===== src/rtl/exec_pkg.sv =====
// Shared execute-side types and widths.
// Used by the ID/EX stage, the EX/MEM stage and the hazard unit.
// Contents:
//   DATA_W      datapath width (ALU operand/result width)
//   REG_IDX_W   register-file index width
//   flags_t     architectural condition flags {c, z}
//   mem_ctrl_t  writeback/memory controls carried down the pipe
package exec_pkg;

    localparam int unsigned DATA_W    = 8;
    localparam int unsigned REG_IDX_W = 3;

    typedef struct packed {
        logic c;
        logic z;
    } flags_t;

    typedef struct packed {
        logic reg_we;
        logic mem_re;
        logic mem_we;
    } mem_ctrl_t;

endpackage


===== src/rtl/flag_reg.sv =====
// Architectural C/Z flag registers.
// Each flag has its own write enable. A global hold freezes both flags,
// whatever the write enables say.
// Ports:
//   clk    rising-edge clock
//   rst    synchronous active-high reset; clears both flags
//   hold   when high, both flags keep their value
//   c_we   load d.c into C (ignored while hold is high)
//   z_we   load d.z into Z (ignored while hold is high)
//   d      candidate flag values from the ALU
//   q      current flag values
module flag_reg
    import exec_pkg::*;
(
    input  logic   clk,
    input  logic   rst,
    input  logic   hold,
    input  logic   c_we,
    input  logic   z_we,
    input  flags_t d,
    output flags_t q
);

    always_ff @(posedge clk) begin
        if (rst) begin
            q <= '0;
        end else if (!hold) begin
            if (c_we) q.c <= d.c;
            if (z_we) q.z <= d.z;
        end
    end

endmodule


===== src/rtl/ex_mem_stage.sv =====
// EX->MEM pipeline register, sitting directly downstream of the 8-bit ALU.
// It latches the ALU result and the writeback/memory controls into MEM.
// It owns the C/Z flags; C feeds back to the ALU as cin.
// It also exposes the MEM-stage forwarding source.
// Priority: rst > flush > stall > normal.
// Ports:
//   clk, rst                 clock; synchronous active-high reset
//   ex_*                     instruction currently in EX (ALU result, flags, controls)
//   stall                    hold the MEM registers and the flags
//   flush                    kill the instruction in EX (a bubble enters MEM)
//   cin, flag_z              architectural C and Z flags
//   mem_valid, mem_*         latched MEM-stage instruction; controls are gated by mem_valid
//   fwd_en/fwd_rd/fwd_data   MEM->EX forwarding source
module ex_mem_stage
    import exec_pkg::*;
#(
    parameter int unsigned DATA_W    = exec_pkg::DATA_W,
    parameter int unsigned REG_IDX_W = exec_pkg::REG_IDX_W
) (
    input  logic                 clk,
    input  logic                 rst,
    input  logic                 ex_valid,
    input  logic [DATA_W-1:0]    ex_alu_out,
    input  logic                 ex_alu_cout,
    input  logic                 ex_alu_z,
    input  logic                 ex_c_we,
    input  logic                 ex_z_we,
    input  logic [REG_IDX_W-1:0] ex_rd,
    input  logic                 ex_reg_we,
    input  logic                 ex_mem_re,
    input  logic                 ex_mem_we,
    input  logic [DATA_W-1:0]    ex_store_data,
    input  logic                 stall,
    input  logic                 flush,
    output logic                 cin,
    output logic                 flag_z,
    output logic                 mem_valid,
    output logic [DATA_W-1:0]    mem_alu_result,
    output logic [REG_IDX_W-1:0] mem_rd,
    output logic                 mem_reg_we,
    output logic                 mem_mem_re,
    output logic                 mem_mem_we,
    output logic [DATA_W-1:0]    mem_store_data,
    output logic                 fwd_en,
    output logic [REG_IDX_W-1:0] fwd_rd,
    output logic [DATA_W-1:0]    fwd_data
);

    logic                 accept;
    logic                 bubble;
    logic                 valid_q;
    mem_ctrl_t            ctrl_q;
    logic [DATA_W-1:0]    result_q;
    logic [REG_IDX_W-1:0] rd_q;
    logic [DATA_W-1:0]    store_q;
    flags_t               flags_d;
    flags_t               flags_q;

    assign accept = ex_valid & ~flush & ~stall;
    // A flush always empties MEM; an invalid EX slot empties it only when not stalled.
    assign bubble = flush | (~ex_valid & ~stall);

    always_ff @(posedge clk) begin
        if (rst) begin
            valid_q  <= 1'b0;
            ctrl_q   <= '0;
            result_q <= '0;
            rd_q     <= '0;
            store_q  <= '0;
        end else if (accept) begin
            valid_q  <= 1'b1;
            ctrl_q   <= '{reg_we: ex_reg_we, mem_re: ex_mem_re, mem_we: ex_mem_we};
            result_q <= ex_alu_out;
            rd_q     <= ex_rd;
            store_q  <= ex_store_data;
        end else if (bubble) begin
            // Data registers keep their value; only the valid bit and the controls are killed.
            valid_q <= 1'b0;
            ctrl_q  <= '0;
        end
    end

    // Flags move only with an accepted instruction, so a killed or stalled
    // instruction never disturbs C/Z. No bypass: EX sees the new value one cycle later.
    assign flags_d = '{c: ex_alu_cout, z: ex_alu_z};

    flag_reg u_flag_reg (
        .clk  (clk),
        .rst  (rst),
        .hold (~accept),
        .c_we (ex_c_we),
        .z_we (ex_z_we),
        .d    (flags_d),
        .q    (flags_q)
    );

    assign cin    = flags_q.c;
    assign flag_z = flags_q.z;

    assign mem_valid      = valid_q;
    assign mem_alu_result = result_q;
    assign mem_rd         = rd_q;
    assign mem_reg_we     = valid_q & ctrl_q.reg_we;
    assign mem_mem_re     = valid_q & ctrl_q.mem_re;
    assign mem_mem_we     = valid_q & ctrl_q.mem_we;
    assign mem_store_data = store_q;

    // Load data does not exist yet in MEM, so a load is never a forwarding source.
    assign fwd_en   = valid_q & ctrl_q.reg_we & ~ctrl_q.mem_re;
    assign fwd_rd   = rd_q;
    assign fwd_data = result_q;

endmodule


===== config.mk =====
export PLATFORM = sky130hd
export DESIGN_NAME = ex_mem_stage
export DESIGN_NICKNAME = d
export VERILOG_FILES = /design/src/rtl/exec_pkg.sv /design/src/rtl/flag_reg.sv /design/src/rtl/ex_mem_stage.sv
export SDC_FILE = /design/constraint.sdc
export NUM_CORES = 1
export LEC_CHECK = 0
export CORE_ASPECT_RATIO = 0.6
export CORE_MARGIN = 10
export CORE_UTILIZATION = 41
export DETAILED_ROUTE_END_ITERATION = 10
export PLACE_DENSITY = 0.84
export SETUP_SLACK_MARGIN = 0.2
export SYNTH_ARGS = -nofsm -noshare
export SYNTH_HDL_FRONTEND = slang
export SYNTH_SLANG_ARGS = --single-unit
export TNS_END_PERCENT = 30

===== constraint.sdc =====
create_clock -name clk -period 1.81 [get_ports clk]
set_input_delay 0.4525 -clock clk [delete_from_list [all_inputs] [get_ports clk]]
set_output_delay 0.4525 -clock clk [all_outputs]
set_load 0.03 [all_outputs]

==> metrics <==
final setup TNS=0 ps; CTS tree=done; min Tclk post-route=1560 ps; Setup Crit Path Kind=reg -> out; post-place setup slack=11.2 ps; min-delay worst type=reg -> reg; top-count cell post-synth=nand2b_1; sw frac=between 20% and 30%; internal power=0.864 mW; Arr. time, crit path=1110 ps; Clock power frac=28.0%; max cap viols=0; layout cell share with drive strength beyond 1=11.4%; highest-delay cell along the critical path=dfxtp_1; logic gate share of total power=21.8%; post-synthesis sequential area ratio=40.2%; Final Skew=0 ps; critical path endpoint category=primary output; Yosys reg bits=25; final worst slack=249 ps; top-area cell type share of the netlist area=about two fifths; NetSw=about 0.29 mW; CP required=1360 ps; via count of the routed design=about 1000; Clock Latency Late Sink=about 260 ps; drt wl/cell=between 15 and 20 µm; Max Slew Vio Count=0; Syn. warnings=0; Final Hold Fails=0; IO Pins=68; Cell Pwr Density=573 nW/µm²; drt first pass iters=4; CP Max Fanout=3; RSZ-0062 raised after global routing=no; hold buffers post-CTS=0; Area growth, synth to finish=61.6%; Mapped Nets=156; post-synth top area cell=dfxtp_1; Main synth FF type=dfxtp_1; Final setup viols=0; Port Buffers=67; Routed WL=between 3000 and 4000 µm; die area=5710 µm²; Synth cell types=16; r2r startpoint=ctrl_q[1]; period utilization=between 80% and 90%; Worst-path clk slew=80 ps; share of power burned in registers=around 50%; Post-Syn Area=1240 µm²; Worst path max stage delay=roughly 400 ps; die width=91.1 µm; first-pass GRT wire length=5790 µm; Worst setup SP type=register; Worst-Margin Slew=378 ps; outcome=completed; Final ANT Viol Nets=0; Worst IR Drop VDD=0.000443 V; total power=1.15 mW; CTS max path bufs=2; initial drt markers=24; Die Y=62.7 µm; drt via density=about 4.5; Worst Setup SP=ctrl_q[1]; # DRC=0; clock root cell=clkbuf_8; crit-path cells=and2_1, clkdlybuf4s15_2; clk sinks=25; Pleak=between 1 and 1.5 nW; H-tree levels=1; GP Congestion=0.779; diode count=0; row cnt=15; Mapped Avg Cell Area=9.96 µm²; number of flops mapped to enable cells by yosys=0; initial antenna violation count=0; initial core utilization=between 40% and 50%; CORE AREA=just under 3000 µm²; fin nets=217; Area contributors post-synth=dfxtp_1, nand2b_1, mux2i_1; largest net degree at the start of global routing=25; cells after synthesis=125; Hold Startpoint=ctrl_q[2]; fillers=231; grt total ovfl=0; top cells by count, synth=nand2b_1, dfxtp_1, mux2i_1; GRT Overall Usage=12.5%; vias in the first global route=1146; total CTS buffers=3; fmax=between 600 and 700 MHz; slew margin rel.=74.7%; Async SR Flop Fraction=0%; DPL Wire Length=2810 µm
## layout by cell type, fill, tap and decap left out, drive strengths merged, types with 3 or more instances in the layout
master,n
nand2b,42
clkdlybuf4s50,30
dlymetal6s2s,26
dfxtp,25
mux2i,22
buf,8
dlygate4sd2,7
clkbuf,4
nand2,3
nand3b,3
a21oi,3
clkdlybuf4s15,3
and2,3
## routing by layer
layer	global-route usage [%]	wire length (µm)	vias to the layer above
met5	0	0	-
met4	3.70	46	0
met3	7.19	339	4
met2	19.6	1630	49
met1	14.0	1520	462
li1	-	-	511
## critical path: cells and delay by family, from the launching register on
family / cells / cell delay [ps]
buf+inv: 1 / 290
simple gates: 1 / 150
flops: 1 / 400
## sequential cells by signal, indices dropped and copies added, names as in the netlist
register        flops
mem_valid           1
u_flag_reg.q        2
mem_store_data      8
ctrl_q              3
fwd_data            8
fwd_rd              3
## stage by stage
step / instance area [µm²] / utilization [%] / std cells / hold WS [ps]
3_5_place_dp: 1910 / 66.0 / 223 / 450
2_1_floorplan: 1250 / - / 125 / 425
6_report: 2010 / 69.6 / 227 / 459
3_3_place_gp: 1910 / 66.0 / 223 / 435
4_1_cts: 1950 / 67.4 / 227 / 463
5_1_grt: 2010 / 69.6 / 227 / 496
## kinds of logic after synthesis
group | count (synthesis) | synth area share (%)
buffers and inverters | 18 | 11.3
and+or+nand+nor | 57 | 29.6
muxes | 22 | 17.7
DFF | 25 | 40.2
AOI/OAI and AO/OA | 3 | 1.21
## worst paths after layout
check	cells after the start	end	slack [ps]
min reg2reg	2	ctrl_q[2]	460
max reg2reg	2	ctrl_q[1]	1160
min	2	ctrl_q[2]	460
max	2	mem_mem_re	250
## what timing repair did
| action | CTS | global route |
|---|---|---|
| buffers inserted | 0 | 0 |
| endpoints found under the setup margin | 37 | 29 |
| resized for setup | 18 | 31 |
| gates cloned | 0 | 0 |
## power by group through the flow
stage / combinational (mW) / sequential (mW) / clock [mW]
after floorplan: 0.103 / 0.623 / 0
after detailed placement: 0.259 / 0.593 / 0
after global placement: 0.255 / 0.591 / 0
after global routing: 0.268 / 0.582 / 0.364
final: 0.251 / 0.579 / 0.323
after CTS: 0.257 / 0.580 / 0.334
## layout make-up
| type | count | area, µm² | share of cell area (%) |
|---|---|---|---|
| sequential | 25 | 502 | 24.9 |
| tap | 42 | 52.6 | 2.61 |
| timing repair buffer | 74 | 793 | 39.4 |
| clock buffer | 4 | 45.0 | 2.24 |
| multi-input combinational | 82 | 619 | 30.8 |
(Power assumes the default switching activity.)
